`src/rtl/pc_sequencer.sv`:
```
// pc_sequencer: program-counter sequencer with a hardware return stack.
// All state advances on the falling edge of WCLOCK.
//
// Ports:
//   WCLOCK  - sole clock, state updates on falling edge
//   RESET   - synchronous active-high reset
//   EN      - advance enable (0 holds all state)
//   OP      - 0 INC, 1 JUMP, 2 BRANCH, 3 CALL, 4 RET, 5-7 reserved (hold)
//   COND    - qualifies JUMP/BRANCH
//   IADDR   - absolute target for JUMP/CALL
//   OFFSET  - two's-complement offset for BRANCH
//   OADDR   - current program address (registered)
//   DEPTH   - occupied return-stack entries
//   FULL    - DEPTH == STACK_DEPTH
//   EMPTY   - DEPTH == 0
//   OVF/UNF - sticky stack overflow / underflow flags
module pc_sequencer #(
  parameter int unsigned            ADDR_WIDTH  = 11,
  parameter int unsigned            STACK_DEPTH = 8,
  parameter logic [ADDR_WIDTH-1:0]  RESET_ADDR  = '0
) (
  input  logic                                 WCLOCK,
  input  logic                                 RESET,
  input  logic                                 EN,
  input  logic [2:0]                           OP,
  input  logic                                 COND,
  input  logic [ADDR_WIDTH-1:0]                IADDR,
  input  logic [ADDR_WIDTH-1:0]                OFFSET,
  output logic [ADDR_WIDTH-1:0]                OADDR,
  output logic [$clog2(STACK_DEPTH+1)-1:0]     DEPTH,
  output logic                                 FULL,
  output logic                                 EMPTY,
  output logic                                 OVF,
  output logic                                 UNF
);

  localparam int unsigned DW = $clog2(STACK_DEPTH + 1);
  localparam int unsigned PW = (STACK_DEPTH > 1) ? $clog2(STACK_DEPTH) : 1;

  localparam logic [2:0] OP_INC    = 3'd0;
  localparam logic [2:0] OP_JUMP   = 3'd1;
  localparam logic [2:0] OP_BRANCH = 3'd2;
  localparam logic [2:0] OP_CALL   = 3'd3;
  localparam logic [2:0] OP_RET    = 3'd4;

  logic [ADDR_WIDTH-1:0] r_addr;
  logic [DW-1:0]         r_depth;
  logic                  r_ovf;
  logic                  r_unf;
  logic [ADDR_WIDTH-1:0] r_stack [STACK_DEPTH];

  logic [ADDR_WIDTH-1:0] w_inc_addr;
  logic [ADDR_WIDTH-1:0] w_next_addr;
  logic [ADDR_WIDTH-1:0] w_top;
  logic [PW-1:0]         w_wr_idx;
  logic [PW-1:0]         w_top_idx;
  logic                  w_full;
  logic                  w_empty;
  logic                  w_hold;
  logic                  w_push;
  logic                  w_pop;
  logic                  w_set_ovf;
  logic                  w_set_unf;

  // Stack occupancy status
  assign w_full  = (r_depth == DW'(STACK_DEPTH));
  assign w_empty = (r_depth == DW'(0));

  // Write slot is the next free entry; top is the last written. When the
  // stack is empty w_top_idx is meaningless but never consumed.
  assign w_wr_idx   = PW'(r_depth);
  assign w_top_idx  = PW'(r_depth - DW'(1));
  assign w_top      = r_stack[w_top_idx];
  assign w_inc_addr = r_addr + ADDR_WIDTH'(1);

  // Operation decode; addition wraps naturally, so signed BRANCH offsets
  // reduce to a plain modular add.
  always_comb begin
    w_next_addr = w_inc_addr;
    w_hold      = 1'b0;
    w_push      = 1'b0;
    w_pop       = 1'b0;
    w_set_ovf   = 1'b0;
    w_set_unf   = 1'b0;
    case (OP)
      OP_INC: begin
        w_next_addr = w_inc_addr;
      end
      OP_JUMP: begin
        if (COND) w_next_addr = IADDR;
      end
      OP_BRANCH: begin
        if (COND) w_next_addr = r_addr + OFFSET;
      end
      OP_CALL: begin
        if (!w_full) begin
          w_push      = 1'b1;
          w_next_addr = IADDR;
        end else begin
          w_set_ovf = 1'b1;
        end
      end
      OP_RET: begin
        if (!w_empty) begin
          w_pop       = 1'b1;
          w_next_addr = w_top;
        end else begin
          w_set_unf = 1'b1;
        end
      end
      default: begin
        w_hold = 1'b1;
      end
    endcase
  end

  // Address, depth and sticky flags
  always_ff @(negedge WCLOCK) begin
    if (RESET) begin
      r_addr  <= RESET_ADDR;
      r_depth <= '0;
      r_ovf   <= 1'b0;
      r_unf   <= 1'b0;
    end else if (EN && !w_hold) begin
      r_addr <= w_next_addr;
      if (w_push) r_depth <= r_depth + DW'(1);
      if (w_pop)  r_depth <= r_depth - DW'(1);
      if (w_set_ovf) r_ovf <= 1'b1;
      if (w_set_unf) r_unf <= 1'b1;
    end
  end

  // Return-stack storage; contents survive reset but become unreachable.
  always_ff @(negedge WCLOCK) begin
    if (!RESET && EN && w_push) begin
      r_stack[w_wr_idx] <= w_inc_addr;
    end
  end

  assign OADDR = r_addr;
  assign DEPTH = r_depth;
  assign FULL  = w_full;
  assign EMPTY = w_empty;
  assign OVF   = r_ovf;
  assign UNF   = r_unf;

endmodule

```
`config.mk`:
```
export PLATFORM = sky130hd
export DESIGN_NAME = pc_sequencer
export DESIGN_NICKNAME = d
export VERILOG_FILES = /design/src/rtl/pc_sequencer.sv
export SDC_FILE = /design/constraint.sdc
export NUM_CORES = 1
export LEC_CHECK = 0
export BUFFER_PORTS_ARGS = -buffer_cell sky130_fd_sc_hd__buf_2
export CELL_PAD_IN_SITES_DETAIL_PLACEMENT = 1
export CELL_PAD_IN_SITES_GLOBAL_PLACEMENT = 1
export CORE_ASPECT_RATIO = 2
export CORE_UTILIZATION = 52
export DETAILED_ROUTE_END_ITERATION = 6
export GPL_TIMING_DRIVEN = 0
export PLACE_DENSITY_LB_ADDON = 0.1
export SLEW_MARGIN = 30
export SYNTH_ARGS = -nofsm -noshare
export SYNTH_HDL_FRONTEND = slang
export SYNTH_SLANG_ARGS = --single-unit
export TNS_END_PERCENT = 30
```
`constraint.sdc`:
```
create_clock -name WCLOCK -period 8.53 [get_ports WCLOCK]
set_input_delay 2.559 -clock WCLOCK [delete_from_list [all_inputs] [get_ports WCLOCK]]
set_output_delay 2.559 -clock WCLOCK [all_outputs]
set_load 0.1 [all_outputs]
```
Word level (Yosys, flattened, before mapping)
Memories as Yosys holds them, arrays and structs flattened.
Cells that the tools add are included.

storage, ports and cells
  bits in writable memories = 88
  memories = 1
  input bits = 29
  bits in registers = 17
  word-level logic and storage cells = 42

memories
  memory   words  bits a word  read ports  clocked after Yosys merged registers in  wr ports  RTL line  text
  r_stack  8      11           1           0                                        1         50        logic [ADDR_WIDTH-1:0] r_stack [STACK_DEPTH];

cells by class
  eq/ne operators = 5
  add/subtract/negate cells = 4
  muxes and demuxes = 17
  reductions and logical operators = 11

operators by type and width
  cell                                                  number
  2-to-1 mux 11 bit                                     4
  one-hot mux 11 bit (4 select lines)                   1
  adder 11 x 1 -> 11 bit (second input constant)        1
  adder 11 bit                                          1
  2-to-1 mux 1 bit                                      10
  2-to-1 mux 4 bit                                      2
  equality test 3 x 2 -> 1 bit (second input constant)  2
  AND reduction 2 bit                                   3
  OR reduction 5 bit                                    1
  adder 4 x 1 -> 4 bit (second input constant)          1
  equality test 4 bit (second input constant)           1
  logical NOT 4 bit                                     1
  subtractor 4 x 1 -> 4 bit (second input constant)     1
  equality test 3 x 1 -> 1 bit (second input constant)  1
  equality test 3 bit (second input constant)           1
  logical AND 1 bit                                     3
  logical NOT 3 bit                                     1
  nonzero test 2 bit                                    1
  logical NOT 1 bit                                     1

Longest topological paths before layout
Gate-level depths: netlist of run 1.

  depth in word-level cells = 6
  gate-level depth with buffers = 13
  mapped depth without buffers = 10

==> results.py, run 1 <==
metrics = {
    "outcome": {
        "status": "finished, final reports clean",
    },
    "run": {
        "maxCapViolCount": 0,
    },
    "die": {
        "start_util_pct": 53.2,
        "dieArea_sq_um": 10300,
        "die_w_um": 72.4,
        "io-pin-count": 48,
        "core_sq_um": 9700,
        "die_y_um": 143,
        "row_count": 51,
    },
    "timing": {
        "relSlewSlack_pct": 29.7,
        "rsz0062_at_grt": "yes",
        "worstMarginPinSlew_ns": 1.05,
        "setup_violations": 0,
        "finalClockSkew_ns": 0.0729,
        "hold_ws_ns": 0.483,
        "drv_slew": 0,
        "setup_ws_ns": 0.0176,
        "finalHoldViolCount": 0,
    },
    "yosys": {
        "synth_flop_cell": "edfxtp_1",
        "synth_edf_count": 88,
        "synth_seq_cells": 105,
        "netlist_instances": 395,
        "avgSynthCellArea_sq_um": 13.1,
        "yosysUniqueCellTypes": 57,
        "synth_area_sq_um": 5160,
        "ys_warn_count": 0,
        "synth_sequential_area_ratio_pct": 57.8,
        "ys_async_sr_fraction_pct": 0,
        "synthesis.nets": 438,
    },
    "worst_hold_path": {
        "hp-class": "register to register",
    },
    "power_and_ir_drop": {
        "p_per_area_nw_per_um2": 216,
        "p_leak_nw": 2.79,
        "vdd_drop_max_v": 0.000174,
    },
    "routing": {
        "drt-total-wl_mm": 18.8,
        "wl_per_cell_um": 26.8,
        "via_per_inst": 6.18,
        "ant_nets": 0,
        "drcViolationCount": 0,
        "vias": 4337,
        "first_pass_iters": 5,
        "drt_iter0_drc": 364,
    },
    "setup_path": {
        "crit_chain": "buf_12 > and3b_2 > nor2b_4 > buf_6 > nand4_1 > nor2_4",
        "crit_start": "OP[2]",
        "required_ns": 4.31,
        "arrival_ns": 4.30,
        "cp-end-kind": "register",
        "crit_fanout": 11,
        "rrSetupSlack_ns": 5.69,
        "worst_path_max_delay_cell": "nor2_4",
        "timing.rr.start": "OADDR[1]",
        "cpPeakStageDelay_ns": 0.56,
        "path_delay_family": "simple AND/OR/NAND/NOR gates",
        "worst-path-buf-inv": 2,
        "critical_path_depth": 6,
        "criticalPathCategory": "input port to register",
        "rr_endpoint": "OADDR[10]",
        "startpoint_type": "input port",
        "r2r_cells": 8,
        "worstSetupEndpoint": "r_stack[4][6]",
    },
    "global_routing": {
        "grt_use_total_pct": 37.3,
        "antenna_found_initial": 0,
        "first_global_vias": 4850,
        "grt_max_degree": 18,
        "gr-total-overflow": 0,
        "grt_pass1_wl_mm": 26.9,
    },
    "final_layout": {
        "final_util_pct": 67.8,
        "fin_nets": 609,
        "syn_to_final_growth_pct": 27.4,
        "antennaDiodeCount": 0,
        "drive_gt1_share_pct": 23.3,
        "stdcell_area_sq_um": 6570,
    },
    "clock_tree": {
        "cts_tree": "yes",
        "clock_path_buffers": 2,
        "clock_sinks": 105,
        "root_buffer": "clkbuf_16",
        "ctsHoldBuffers": 0,
        "clk_pin_slew_ns": 0.04,
        "cts_max_level": 3,
        "worstSkewPairLatency_ns": 0.47,
        "cts_buffers": 9,
    },
    "placed_design": {
        "dp_hpwl_mm": 10.4,
        "io_buffers": 44,
        "placed_area_sq_um": 5640,
        "preCtsSetupSlack_ns": -0.627,
        "gp_routability_congestion": 0.850,
    },
}
## flip-flops by register name, indices dropped and copies added, names as in the netlist
| name | cells |
|---|---|
| OADDR | 11 |
| r_stack | 88 |
| DEPTH | 4 |
| UNF | 1 |
| OVF | 1 |
## worst min path at each step
| stage | startpoint | end | slack (ns) | cells after the start |
|---|---|---|---|---|
| 6_report | OVF | OVF | 0.48 | 2 |
| 5_1_grt | OVF | OVF | 0.55 | 2 |
| 4_1_cts | UNF | UNF | 0.48 | 2 |
| 3_5_place_dp | UNF | UNF | 0.47 | 2 |
| 3_3_place_gp | UNF | UNF | 0.45 | 2 |
| 2_1_floorplan | r_stack[5][4] | OADDR[4] | 0.78 | 3 |
## metal layers
layer | vias to the layer above | wire (um) | GRT usage, %
met5 | - | 0 | 0
met1 | 2130 | 6230 | 37.5
li1 | 1878 | - | -
met4 | 0 | 1030 | 28.1
met2 | 262 | 10300 | 64.3
met3 | 67 | 1260 | 9.67
## synth_stat cells (all sizes together) (2+ instances only)
library cell	n	area [sq um]
mux4	22	495
and2	3	18.8
dfxtp	17	340
a221oi	7	67.6
a21o	4	30.0
a2111oi	2	18.8
a211oi	3	22.5
nor3	12	71.3
a311oi	3	26.3
o22ai	2	12.5
a221o	4	40.0
nand3	10	50.1
nand4	6	37.5
or3	2	12.5
xor2	8	70.1
nor2b	7	43.8
edfxtp	88	2640
mux2i	2	20.0
buf	13	72.6
clkbuf	6	23.8
xnor2	13	114
nand2b	2	12.5
nor3b	2	15.0
nor2	29	111
a21oi	30	154
ha	13	163
nand2	26	97.6
inv	14	52.6
o211ai	4	30.0
and3b	2	17.5
a31oi	6	37.5
and3	3	18.8
a22oi	4	30.0
o21ai	11	55.1
or2	2	12.5
and4	3	26.3
## stage by stage
step                      instances  power (mW)  TNS (ns)
after floorplan                 395       0.772     -7.15
after global placement          571       0.811    -67.42
after detailed placement        571       0.815    -53.87
after CTS                       696        1.40   -0.0822
after global routing            702        1.49    -0.723
final                           702        1.42         0
## tightest hold or removal path, delay by kind of cell (launching register included)
family / cells / cell delay [ns]
AND/OR/NAND/NOR: 1 / 0.07
AO/OA/AOI/OAI: 1 / 0.05
flip-flops: 1 / 0.32
## cell type report
type	count	area (sq um)
clock inverters	111	444
inverters	13	56.3
plain buffers	18	130
clock buffers	9	225
multi-input cells	257	2160
flip-flops and latches	105	2990
repair buffers	57	398
well taps	132	165
fillers	1037	3130
## layout by cell type (no fill, tap or decap), types with 5 or more instances in the layout
cell type  synthesis  layout
buf_12             0       8
nand4_1            6       6
clkbuf_1           5       5
nor3_1            11       9
o21ai_0           10      10
nor2_4             0       7
ha_1              13      12
inv_1             14     117
mux4_2            22      22
nand3_1           10      10
a221oi_1           6       6
xor2_1             8       8
a21oi_1           29      27
buf_4              1      11
nand2_1           26      26
nor2_1            28      22
nor2b_1            7       5
buf_2             10      47
dfxtp_1           17      14
a31oi_1            6       6
clkbuf_16          0       9
edfxtp_1          88      88
xnor2_1           13      13
## repair_timing
| action | 4_1_cts | 5_1_grt |
|---|---|---|
| endpoints found under the hold margin | 0 | 0 |
| pin swaps | 7 | 6 |
| setup endpoints to repair | 92 | 48 |
| gates resized for setup | 20 | 14 |
| buffers inserted | 7 | 6 |
## cell families after synthesis
group | after synthesis | share of synthesized area [%]
fa+ha+maj | 14 | 3.54
flops | 105 | 57.8
mux | 24 | 10.0
buf+inv | 33 | 2.89
xor+xnor | 21 | 3.57
compound gates | 87 | 11.3
simple gates | 111 | 10.8
## report_power, final
part | leakage, nW | internal (mW) | switching, mW
Sequential | 0.944 | 0.567 | 0.00821
Combinational | 1.15 | 0.0528 | 0.119
Clock | 0.701 | 0.269 | 0.406
Total | 2.79 | 0.889 | 0.533
(Power assumes the default switching activity.)
==> run 2, diff against run 1 <==
- CELL_PAD_IN_SITES_DETAIL_PLACEMENT: 1 -> 0
- CELL_PAD_IN_SITES_GLOBAL_PLACEMENT: 1 -> 2
- CORE_UTILIZATION: 52 -> 45
==> run 2 against run 1 <==
The run now ends with negative setup slack left. Combinational power down 5%. Hold slack worse by 0.017 ns. Wire length down 25%. Register-to-register slack better by 0.06 ns.
==> results.py, run 2 (synthesized netlist as in run 1, its figures left out) <==
metrics = {
    "die": {
        "core_sq_um": 11200,
        "start_util_pct": 46.0,
        "die_w_um": 77.7,
        "dieArea_sq_um": 11900,
        "die_y_um": 153,
        "row_count": 55,
        "io-pin-count": 48,
    },
    "setup_path": {
        "crit_chain": "buf_12 > and3b_2 > nor2b_1 > buf_4 > nand4_1 > nor2_2",
        "startpoint_type": "input port",
        "rr_endpoint": "r_stack[7][4]",
        "required_ns": 4.29,
        "criticalPathCategory": "input port to register",
        "cpPeakStageDelay_ns": 0.73,
        "cp-end-kind": "register",
        "timing.rr.start": "DEPTH[0]",
        "r2r_cells": 9,
        "crit_fanout": 11,
        "rrSetupSlack_ns": 5.75,
        "worst_path_max_delay_cell": "nor2_2",
        "arrival_ns": 4.30,
    },
    "worst_hold_path": {
        "worst_hold_startpoint": "UNF",
        "holdPathEnd": "UNF",
        "hold_path_depth": 2,
        "hp-class": "register to register",
    },
    "placed_design": {
        "placed_area_sq_um": 5660,
        "place_inst": 581,
        "io_buffers": 44,
        "gp_routability_congestion": 0.805,
        "preCtsSetupSlack_ns": -0.712,
        "dp_hpwl_mm": 10.0,
    },
    "clock_tree": {
        "clk_pin_slew_ns": 0.03,
        "root_buffer": "clkbuf_16",
        "cts_max_level": 3,
        "clock_path_buffers": 2,
        "worstSkewPairLatency_ns": 0.42,
        "clock_sinks": 105,
        "postCtsSetupRepairBufs": 0,
        "cts_tree": "yes",
        "cts_buffers": 9,
    },
    "final_layout": {
        "antennaDiodeCount": 0,
        "regMostFlops": "r_stack",
        "final_common_cell": "inv_1",
        "most-common-layout-cells": "inv_1, edfxtp_1, buf_2, a21oi_1, nand2_1",
        "stdcell_area_sq_um": 6430,
        "largest_reg_flops": 88,
        "syn_to_final_growth_pct": 24.6,
        "final-instance-count-excl-fill": 700,
        "drive_gt1_share_pct": 21.7,
        "fin_nets": 596,
        "final_util_pct": 57.3,
    },
    "routing": {
        "drt-total-wl_mm": 14.1,
        "vias": 3891,
        "ant_nets": 0,
        "drcViolationCount": 0,
        "first_pass_iters": 4,
        "drt_iter0_drc": 211,
        "wl_per_cell_um": 20.1,
        "via_per_inst": 5.56,
    },
    "power_and_ir_drop": {
        "p_leak_nw": 2.72,
        "finalPower_mw": 1.34,
        "vdd_drop_max_v": 0.000193,
        "p_per_area_nw_per_um2": 209,
    },
    "global_routing": {
        "gr-total-overflow": 0,
        "grt_pass1_wl_mm": 21.5,
        "first_global_vias": 4215,
        "antenna_found_initial": 0,
        "grt_max_degree": 20,
        "grt_use_total_pct": 25.0,
    },
    "timing": {
        "hold_ws_ns": 0.466,
        "drv_slew": 0,
        "worstMarginPinSlew_ns": 0.895,
        "fin_setup_tns_ns": -0.0324,
        "rsz0062_at_grt": "yes",
        "finalClockSkew_ns": 0.0188,
        "relSlewSlack_pct": 39.9,
        "setup_ws_ns": -0.00653,
        "setup_violations": 8,
        "finalHoldViolCount": 0,
    },
    "outcome": {
        "status": "finished with violations",
        "violations": "negative setup slack",
    },
    "run": {
        "maxCapViolCount": 0,
    },
}
-- run 2: timing repair --
action	4_1_cts	5_1_grt
gates resized for setup	15	11
endpoints found under the setup margin	92	93
pin swaps	1	3
hold buffers	0	0
-- run 2: metal layers --
metal  GRT usage (%)  vias up  wire, um
li1                -     1851         -
met1            23.6     1909      4830
met2            46.3      108      8180
met3            6.39       23       674
met4            16.3        0       378
met5               0        -         0
-- run 2: final cells by class --
type	instances	area, sq um
Buffer	18	126
Clock buffer	9	225
Clock inverter	112	469
Fill cell	984	4790
Inverter	13	56.3
Multi-Input combinational cell	257	2130
Sequential cell	105	2990
Tap cell	142	178
Timing Repair Buffer	44	250
-- run 2: report_power, final --
part / internal, mW / leakage (nW) / switching (mW) / total [mW]
clock network: 0.274 / 0.705 / 0.328 / 0.602
logic: 0.0527 / 1.07 / 0.110 / 0.163
registers: 0.569 / 0.944 / 0.00798 / 0.577
-- run 2: worst max-delay path: cells and delay by family --
family,cells,cell delay [ns]
simple gates,4,1.42
buf+inv,2,0.30
-- run 2: worst max path at each step --
stage | cells after the start | endpoint | from | slack, ns
floorplan | 5 | EMPTY | DEPTH[0] | -0.12
global placement | 6 | r_stack[2][1] | OP[2] | -0.82
detailed placement | 11 | OADDR[10] | OFFSET[0] | -0.71
CTS | 6 | r_stack[7][4] | OP[2] | -0.04
global route | 6 | r_stack[7][9] | OP[2] | -0.09
finish | 6 | r_stack[7][4] | OP[2] | -0.007
